`config.mk`:
```
export PLATFORM = sky130hd
export DESIGN_NAME = n_countdown_timer
export DESIGN_NICKNAME = d
export VERILOG_FILES = /design/src/rtl/countdown_pkg.sv /design/src/rtl/n_down_counter.sv /design/src/rtl/n_countdown_timer.sv
export SDC_FILE = /design/constraint.sdc
export NUM_CORES = 1
export LEC_CHECK = 0
export ABC_AREA = 0
export BUFFER_PORTS_ARGS = -buffer_cell sky130_fd_sc_hd__buf_4
export CAP_MARGIN = 20
export CORE_UTILIZATION = 54
export CTS_CLUSTER_DIAMETER = 80
export DETAILED_ROUTE_END_ITERATION = 6
export PLACE_DENSITY = 0.76
export SLEW_MARGIN = 20
export SYNTH_ARGS = -nofsm -noshare
export SYNTH_HDL_FRONTEND = slang
export SYNTH_HIERARCHICAL = 1
export SYNTH_SLANG_ARGS = --single-unit
```
`constraint.sdc`:
```
create_clock -name i_clock -period 3.9 [get_ports i_clock]
set_input_delay 0.78 -clock i_clock [delete_from_list [all_inputs] [get_ports i_clock]]
set_output_delay 0.78 -clock i_clock [all_outputs]
set_load 0.01 [all_outputs]
```
`src/rtl/countdown_pkg.sv`:
```
// ----------------------------------------------------------------------------
// countdown_pkg
// Shared types and helpers for the multi-digit countdown timer.
//   state_t   : timer control state (IDLE, RUN, PAUSE, DONE)
//   sat_digit : clamps a preset digit into the legal range 0..radix-1
// ----------------------------------------------------------------------------
package countdown_pkg;

  typedef enum logic [1:0] {
    IDLE  = 2'd0,
    RUN   = 2'd1,
    PAUSE = 2'd2,
    DONE  = 2'd3
  } state_t;

  // Preset digits outside the radix are clamped to the largest legal digit.
  function automatic int unsigned sat_digit(input int unsigned value,
                                            input int unsigned radix);
    return (value >= radix) ? (radix - 1) : value;
  endfunction

endpackage

```
`src/rtl/n_down_counter.sv`:
```
// ----------------------------------------------------------------------------
// n_down_counter
// One radix-RADIX digit of the countdown chain. Decrements on i_count and
// wraps 0 -> RADIX-1, raising o_bo so the next digit up takes the borrow.
// Ports:
//   i_clock  : clock, rising edge
//   i_reset  : asynchronous reset, active-high (digit -> 0)
//   i_clear  : synchronous clear to 0 (highest priority)
//   i_load   : synchronous load of i_d (already range-limited by the parent)
//   i_d      : digit preset
//   i_count  : decrement request (borrow in)
//   o_bo     : borrow out = i_count & (digit == 0)
//   o_q      : current digit value
// ----------------------------------------------------------------------------
module n_down_counter
  import countdown_pkg::*;
#(
  parameter int unsigned  RADIX = 10,
  localparam int unsigned WIDTH = $clog2(RADIX)
) (
  input  logic             i_clock,
  input  logic             i_reset,
  input  logic             i_clear,
  input  logic             i_load,
  input  logic [WIDTH-1:0] i_d,
  input  logic             i_count,
  output logic             o_bo,
  output logic [WIDTH-1:0] o_q
);

  localparam logic [WIDTH-1:0] MaxDigit = WIDTH'(RADIX - 1);

  logic [WIDTH-1:0] r_q;
  logic [WIDTH-1:0] w_q_nxt;

  always_comb begin
    w_q_nxt = r_q;
    if (i_clear) begin
      w_q_nxt = '0;
    end else if (i_load) begin
      w_q_nxt = i_d;
    end else if (i_count) begin
      w_q_nxt = (r_q == '0) ? MaxDigit : (r_q - WIDTH'(1));
    end
  end

  always_ff @(posedge i_clock or posedge i_reset) begin
    if (i_reset) begin
      r_q <= '0;
    end else begin
      r_q <= w_q_nxt;
    end
  end

  assign o_bo = i_count & (r_q == '0);
  assign o_q  = r_q;

endmodule

```
`src/rtl/n_countdown_timer.sv`:
```
// ----------------------------------------------------------------------------
// n_countdown_timer
// Multi-digit radix-RADIX countdown timer. A preset is loaded, the timer is
// started, and each i_count tick while running decrements the value. Reaching
// zero moves to DONE and pulses o_done for one cycle.
//
// Optional feature (macro COUNTDOWN_AUTO_RELOAD_EN): the terminal tick reloads
// the last loaded preset and keeps running instead of stopping, provided that
// preset is nonzero. o_done still pulses once per expiry.
//
// Ports:
//   i_clock      : clock, rising edge
//   i_reset      : asynchronous reset, active-high
//   i_clear      : synchronous clear to zero / IDLE (preset kept)
//   i_load       : synchronous load of i_load_value, goes to IDLE
//   i_load_value : preset, digit i at [i*WIDTH +: WIDTH]
//   i_start      : start / resume request
//   i_stop       : pause request (wins over i_start)
//   i_count      : one-cycle decrement tick
//   o_q          : current digits, same packing as i_load_value
//   o_running    : high while in RUN
//   o_zero       : all digits zero (combinational)
//   o_done       : one-cycle registered pulse on expiry
// ----------------------------------------------------------------------------
module n_countdown_timer
  import countdown_pkg::*;
#(
  parameter int unsigned  RADIX  = 10,
  parameter int unsigned  DIGITS = 2,
  localparam int unsigned WIDTH  = $clog2(RADIX),
  localparam int unsigned QW     = DIGITS * WIDTH
) (
  input  logic          i_clock,
  input  logic          i_reset,
  input  logic          i_clear,
  input  logic          i_load,
  input  logic [QW-1:0] i_load_value,
  input  logic          i_start,
  input  logic          i_stop,
  input  logic          i_count,
  output logic [QW-1:0] o_q,
  output logic          o_running,
  output logic          o_zero,
  output logic          o_done
);

  state_t        r_state;
  state_t        w_state_nxt;
  logic          r_done;
  logic          w_done_nxt;
  logic [QW-1:0] r_reload;

  logic [QW-1:0] w_q;
  logic [QW-1:0] w_sat;
  logic [QW-1:0] w_digit_d;
  logic          w_digit_load;
  logic          w_tick;
  logic          w_zero;
  logic          w_terminal;
  logic          w_underflow;
  logic          w_reload_now;

  // Range-limit each preset digit once; both the digits and the reload
  // register see the clamped value.
  for (genvar g = 0; g < DIGITS; g++) begin : g_sat
    assign w_sat[g*WIDTH +: WIDTH] =
        WIDTH'(sat_digit(32'(i_load_value[g*WIDTH +: WIDTH]), RADIX));
  end

  // A tick only reaches the digits in RUN and when nothing of higher
  // priority (clear, load, stop) is being acted on this edge.
  assign w_tick     = (r_state == RUN) & i_count & ~i_clear & ~i_load & ~i_stop;
  assign w_zero     = (w_q == '0);
  assign w_terminal = (w_q == QW'(1));

`ifdef COUNTDOWN_AUTO_RELOAD_EN
  // A zero preset cannot be re-armed, so that case falls through to DONE.
  assign w_reload_now = w_tick & w_terminal & (r_reload != '0);
`else
  assign w_reload_now = 1'b0;
`endif

  assign w_digit_load = i_load | w_reload_now;
  assign w_digit_d    = i_load ? w_sat : r_reload;

  // Borrow chain: digit g decrements when the tick arrives and every lower
  // digit is already zero. Each stage has its own wires so the chain is a
  // plain combinational ripple, not a self-referencing vector.
  for (genvar g = 0; g < DIGITS; g++) begin : g_digit
    logic w_cin;
    logic w_bo;

    if (g == 0) begin : g_first
      assign w_cin = w_tick;
    end else begin : g_rest
      assign w_cin = g_digit[g-1].w_bo;
    end

    n_down_counter #(
      .RADIX (RADIX)
    ) u_digit (
      .i_clock (i_clock),
      .i_reset (i_reset),
      .i_clear (i_clear),
      .i_load  (w_digit_load),
      .i_d     (w_digit_d[g*WIDTH +: WIDTH]),
      .i_count (w_cin),
      .o_bo    (w_bo),
      .o_q     (w_q[g*WIDTH +: WIDTH])
    );
  end

  // Borrow out of the top digit means a tick at zero; RUN is never held at
  // zero, but treat it as expiry so the timer can never wrap silently.
  assign w_underflow = g_digit[DIGITS-1].w_bo;

  always_comb begin
    w_state_nxt = r_state;
    w_done_nxt  = 1'b0;
    if (i_clear || i_load) begin
      w_state_nxt = IDLE;
    end else begin
      case (r_state)
        IDLE, PAUSE: begin
          if (i_start && !i_stop) begin
            if (w_zero) begin
              w_state_nxt = DONE;
              w_done_nxt  = 1'b1;
            end else begin
              w_state_nxt = RUN;
            end
          end
        end
        RUN: begin
          if (i_stop) begin
            w_state_nxt = PAUSE;
          end else if (w_tick && (w_terminal || w_underflow)) begin
            w_done_nxt = 1'b1;
            if (!w_reload_now) begin
              w_state_nxt = DONE;
            end
          end
        end
        DONE: begin
          w_state_nxt = DONE;
        end
        default: begin
          w_state_nxt = IDLE;
        end
      endcase
    end
  end

  always_ff @(posedge i_clock or posedge i_reset) begin
    if (i_reset) begin
      r_state  <= IDLE;
      r_done   <= 1'b0;
      r_reload <= '0;
    end else begin
      r_state <= w_state_nxt;
      r_done  <= w_done_nxt;
      if (i_load && !i_clear) begin
        r_reload <= w_sat;
      end
    end
  end

  assign o_q       = w_q;
  assign o_running = (r_state == RUN);
  assign o_zero    = w_zero;
  assign o_done    = r_done;

endmodule

```
## After elaboration in Yosys (flattened, before gate mapping)

Cells that the tools add are included.

- Bits in registers: 11
- Latch bits: 0
- Memory bits (writable): 0
- Memory bits (read-only): 0
- Input bits: 15
- Output and inout bits: 11
- Memories: 0

- $add $sub $neg: 2
- Multipliers: 0
- Div/mod/pow operators: 0
- Order comparisons: 2
- Equal/unequal tests: 6
- Shift operators: 0
- Multiplexer cells: 22
- Bitwise gates (word level): 9
- Reduce and logical (&&, ||, !) cells: 13

Operator list:

| cell | count |
|---|---|
| two-way mux 4 bit | 10 |
| two-way mux 2 bit | 5 |
| equality test 8 x 1 -> 1 bit, second input constant | 1 |
| >= comparator 4 bit, second input constant | 2 |
| logical NOT 4 bit | 2 |
| logical NOT 8 bit | 1 |
| subtractor 4 x 1 -> 4 bit, second input constant | 2 |
| bitwise AND 1 bit | 6 |
| case mux 2 bit (3 select lines) | 1 |
| nonzero test 3 bit | 2 |
| two-way mux 1 bit | 5 |
| equality test 2 bit, second input constant | 2 |
| inequality test 4 x 2 -> 1 bit, second input constant | 1 |
| inequality test 3 bit, second input constant | 1 |
| inverter 1 bit | 3 |
| equality test 2 x 1 -> 1 bit, second input constant | 1 |
| logical AND 1 bit | 2 |
| logical NOT 2 bit | 1 |
| logical OR 1 bit | 2 |
| case mux 1 bit (2 select lines) | 1 |
| AND reduction 2 bit | 1 |
| OR reduction 2 bit | 1 |
| logical NOT 1 bit | 1 |

## Longest topological paths before layout

- Depth in word-level cells: 13
- Depth in mapped cells: 10
- Depth with buffers taken out: 10

## Modules after synthesis

The synthesis kept the hierarchy.

Modules (own cells, without submodules):

| module | instances | cells an instance | area an instance (µm²) | sequential area each (µm²) |
|---|---|---|---|---|
| n_countdown_timer | 1 | 76 | 661.9 | 275.3 |
| n_down_counter | 2 | 27 | 249.0 | 100.1 |

## Worst setup path before layout

No wires, ideal clock.

- Path type: input port to flip-flop
- Start point: input port i_stop
- End point: register r_state[1]
- Data arrival time: 3.094 ns
- Data required time: 3.823 ns
- Slack: 0.728 ns
- Stages: 10
- Buffers on the path: 0
- Path through: nor3b_2 and3_1 or3b_2 nor3_1 or3b_2 nor3_1 nand2_1 a21oi_1 o21bai_1 a21oi_1

- Cells in the longest elaborated chain, start to end: 8
- Elaborated cells on any way between the ends: 14
- Those cells by class: 2 x eq/ne; 3 x mux; 4 x bitwise; 5 x reduce/logical

Ends and longest elaborated chain:

| item | line | text |
|---|---|---|
| start, declared | n_countdown_timer.sv:39 | `input logic i_stop,` |
| inverter 1 bit | n_countdown_timer.sv:72 | `assign w_tick = (r_state == RUN) & i_count & ~i_clear & ~i_load & ~i_stop;` |
| bitwise AND 1 bit | n_countdown_timer.sv:72 |  |
| named net g_digit[0].w_cin | n_countdown_timer.sv:90 | `logic w_cin;` |
| bitwise AND 1 bit | n_down_counter.sv:55 | `assign o_bo = i_count & (r_q == '0);` |
| named net g_digit[0].w_bo | n_countdown_timer.sv:91 | `logic w_bo;` |
| bitwise AND 1 bit | n_down_counter.sv:55 |  |
| named net g_digit[1].w_bo | n_countdown_timer.sv:91 |  |
| logical OR 1 bit | n_countdown_timer.sv:137 | `end else if (w_tick && (w_terminal \|\| w_underflow)) begin` |
| logical AND 1 bit | n_countdown_timer.sv:137 |  |
| inequality test 4 x 2 -> 1 bit (no source line) | - |  |
| AND reduction 2 bit (no source line) | - |  |
| end signal, assigned | n_countdown_timer.sv:160 | `r_state <= w_state_nxt;` |
| end, declared | n_countdown_timer.sv:47 | `state_t r_state;` |

The timed path passes the listed nets, and every way through them passes these cells.
A chain may end at the register's enable or synchronous reset.

## Final worst setup path

Same ends and word-level chain as after synthesis.

==> summary.txt <==
Outcome
  – Outcome: complete, no violations

Synthesis
  – Share of the synthesized area in the top cell type: 0.410
  – Synth Instances: 130
  – Mapped Area: 1160 µm²
  – Number of synthesized flops with an enable pin: 0
  – Synth area leader: dfrtp_1
  – Commonest cells post-synth: nand2_1, dfrtp_1, nor2_1, inv_1, a21oi_1
  – Synth Flop Type: dfrtp_1
  – Ranking of synthesized cells by area: dfrtp_1, nand2_1, nor4b_4
  – YS warnings: 6
  – Syn nets: 145
  – Async S/R FF share, synth: 1.00
  – Count leader, synth: nand2_1
  – Synth unique cells: 30
  – Post-synthesis sequential area ratio: 0.410
  – Mean Syn Cell Area: 8.92 µm²
  – Seq cells post-synth: 19

Layout
  – Final core occ: 0.709
  – Fillers: 171
  – Design Area, Final: 1410 µm²
  – Antenna diode count: 0
  – Nets: 174
  – Share of layout cells above drive strength 1: 0.247
  – Layout area overhead: 21.1%
  – Layout Cells excl Fill: 185

Clocking
  – # H-tree levels: 1
  – Postcts setup bufs: 0
  – Clock Latency Late Sink: 290 ps
  – CTS tree: done
  – CTS sink count: 19
  – CTS clock-pin slew for the worst setup and hold paths: 100 ps
  – Hold bufs inserted after CTS: 0
  – Root Driver: clkbuf_4
  – CTS buffer count: 3
  – Longest Clk Path Bufs: 2
  – Post-cts sizing count: 0

STA
  – Hold slack: 368 ps
  – Slew headroom: 0.677
  – RSZ-0062 raised after global routing: false
  – Worst-margin pin slew: 484 ps
  – Setup TNS: 0 ps
  – Final setup violation count: 0
  – Post-route minimum period: 3220 ps
  – Clock skew: 2.27 ps
  – Fin. Hold Viols: 0
  – FMAX: 0.311 GHz
  – Period Utilization, post-route: 0.826
  – Fin worst setup slack: 680 ps
  – Slew Limit Fails: 0

Critical path
  – CP top delay family: simple AND/OR/NAND/NOR gates
  – CP max FO: 7
  – CP startpoint kind: primary input
  – Slowest stage cell, crit path: or3b_2
  – Crit path depth: 12
  – CP max stage delay: 480 ps
  – Crit path arrival time: 3440 ps
  – Worst EP required: 4120 ps
  – Buffers and inverters on the worst path: 2
  – Critical path class: in -> reg
  – CP endpoint kind: flip-flop
  – Worst-path cell chain: buf_4 > nor3b_2 > and3_1 > or3b_2 > nor3_1 > buf_4 > or3b_2 > nor3_1 > nand2_1 > a21oi_1 > o21bai_1 > a21oi_1
  – Cells on worst reg2reg path: 11
  – Setup crit start: i_stop
  – Reg2reg start: r_state[1]
  – R2R setup slack: 830 ps

Job
  – Max cap viols: 0

Place
  – Placed cell count: 181
  – IO buf count: 25
  – Final Wtd Congestion: 0.881
  – Post-DP HPWL: 1830 µm
  – Setup WS pre-CTS: 394 ps
  – Area after DPL: 1380 µm²

Power
  – Combinational share of power: 0.221
  – Clock share of power: 0.228
  – P_int: 0.300 mW
  – Pwr Density: 302 nW/µm²
  – Worst ir drop on vdd: 0.000265 V
  – Register share of total power: 0.552
  – Sw frac: 0.293
  – Switching Power: 0.124 mW
  – Power after layout: 0.424 mW
  – Leakage power: 0.660 nW

Global route
  – Vias in the first global route: 1,002
  – First-pass GRT wire length: 4200 µm
  – Total grt overflow: 0
  – Pin count of the biggest net entering global routing: 21
  – Global Route Usage Sum: 0.231
  – Initial antenna violation count: 0

Floorplan
  – Core Region: 1980 µm²
  – Row Count: 16
  – Chip Height: 48.3 µm
  – Die footprint: 2340 µm²
  – Die X: 48.3 µm
  – Initial Utilization: 0.585
  – IO Count: 26

Worst hold path
  – Worst hold path class: in -> async

Drt
  – Via-to-Cell Ratio: 5.55
  – DR iter-0 viols: 9
  – Final ANT Viol Nets: 0
  – Final WL: 2420 µm
  – Vias after detailed routing: 1,026
  – Routed len/inst: 13.1 µm
  – Iteration count of the initial detailed-routing pass: 4
  – DRC Markers: 0
==> final cells by class <==
class	count	area, µm²	area share
timing repair buffer	26	195	0.139
inverter	9	33.8	0.0240
multi-input combinational	100	641	0.456
tap	27	33.8	0.0240
sequential	19	475	0.338
clock buffer	4	26.3	0.0187
==> power by group through the flow <==
stage	clock [mW]	combinational [mW]	sequential [mW]
2_1_floorplan	0	0.0534	0.236
3_3_place_gp	0	0.0918	0.237
3_5_place_dp	0	0.0937	0.238
4_1_cts	0.102	0.0943	0.234
5_1_grt	0.108	0.105	0.237
6_report	0.0965	0.0935	0.234
==> cell usage in the layout (no fill, tap or decap) <==
master | Yosys | layout
mux2_1 | 3 | 3
a311oi_1 | 2 | 2
nor3b_2 | 1 | 1
xnor2_1 | 2 | 2
mux2_2 | 1 | 1
o21ai_1 | 7 | 7
o21ai_0 | 4 | 4
xor2_1 | 2 | 2
or3b_4 | 1 | 1
nor2b_1 | 2 | 2
and3_1 | 3 | 3
clkbuf_1 | 0 | 1
nand2b_1 | 6 | 6
mux2i_1 | 4 | 4
nand2_1 | 21 | 21
inv_1 | 9 | 9
o31ai_1 | 1 | 1
o21bai_1 | 1 | 1
a211oi_2 | 2 | 2
and3_4 | 1 | 1
nor4b_4 | 2 | 2
clkbuf_4 | 0 | 3
nor3_1 | 4 | 4
or3_1 | 2 | 2
nor2_1 | 12 | 12
o21a_1 | 2 | 2
or3b_2 | 2 | 2
a21oi_1 | 8 | 8
nor4_1 | 2 | 2
dfrtp_1 | 19 | 19
a211oi_1 | 2 | 2
buf_4 | 0 | 26
==> routing by layer <==
layer	global-route usage	wire, µm	part of all wire	vias to the layer above
met5	0	0	0	-
met4	0.0833	41	0.017	0
met3	0.0472	97	0.040	6
met2	0.411	1260	0.52	34
met1	0.276	1020	0.42	480
li1	-	-	-	506
==> registers in the layout, indices dropped and copies added, names as in the netlist <==
| register | count |
|---|---|
| g_digit.u_digit/o_q | 8 |
| o_done | 1 |
| r_reload | 8 |
| r_state | 2 |
==> cells by family (layout without fill, tap and decap cells) <==
group,Yosys count,count (layout),share of synthesized area
AND/OR/NAND/NOR,59,59,0.291
flip-flops,19,19,0.410
buffers and inverters,11,39,0.0378
multiplexers,8,8,0.0734
XOR/XNOR,4,4,0.0302
AO/OA/AOI/OAI,29,29,0.157
==> final timing paths <==
kind                                              to
max                                       r_state[1]
min                        g_digit[1].u_digit/o_q[2]
max reg2reg                               r_state[1]
min reg2reg                              r_reload[7]
max in group asynchronous                r_reload[0]
min in group i_clock                     r_reload[7]
Note: power is estimated with default switching activity, not from simulation.
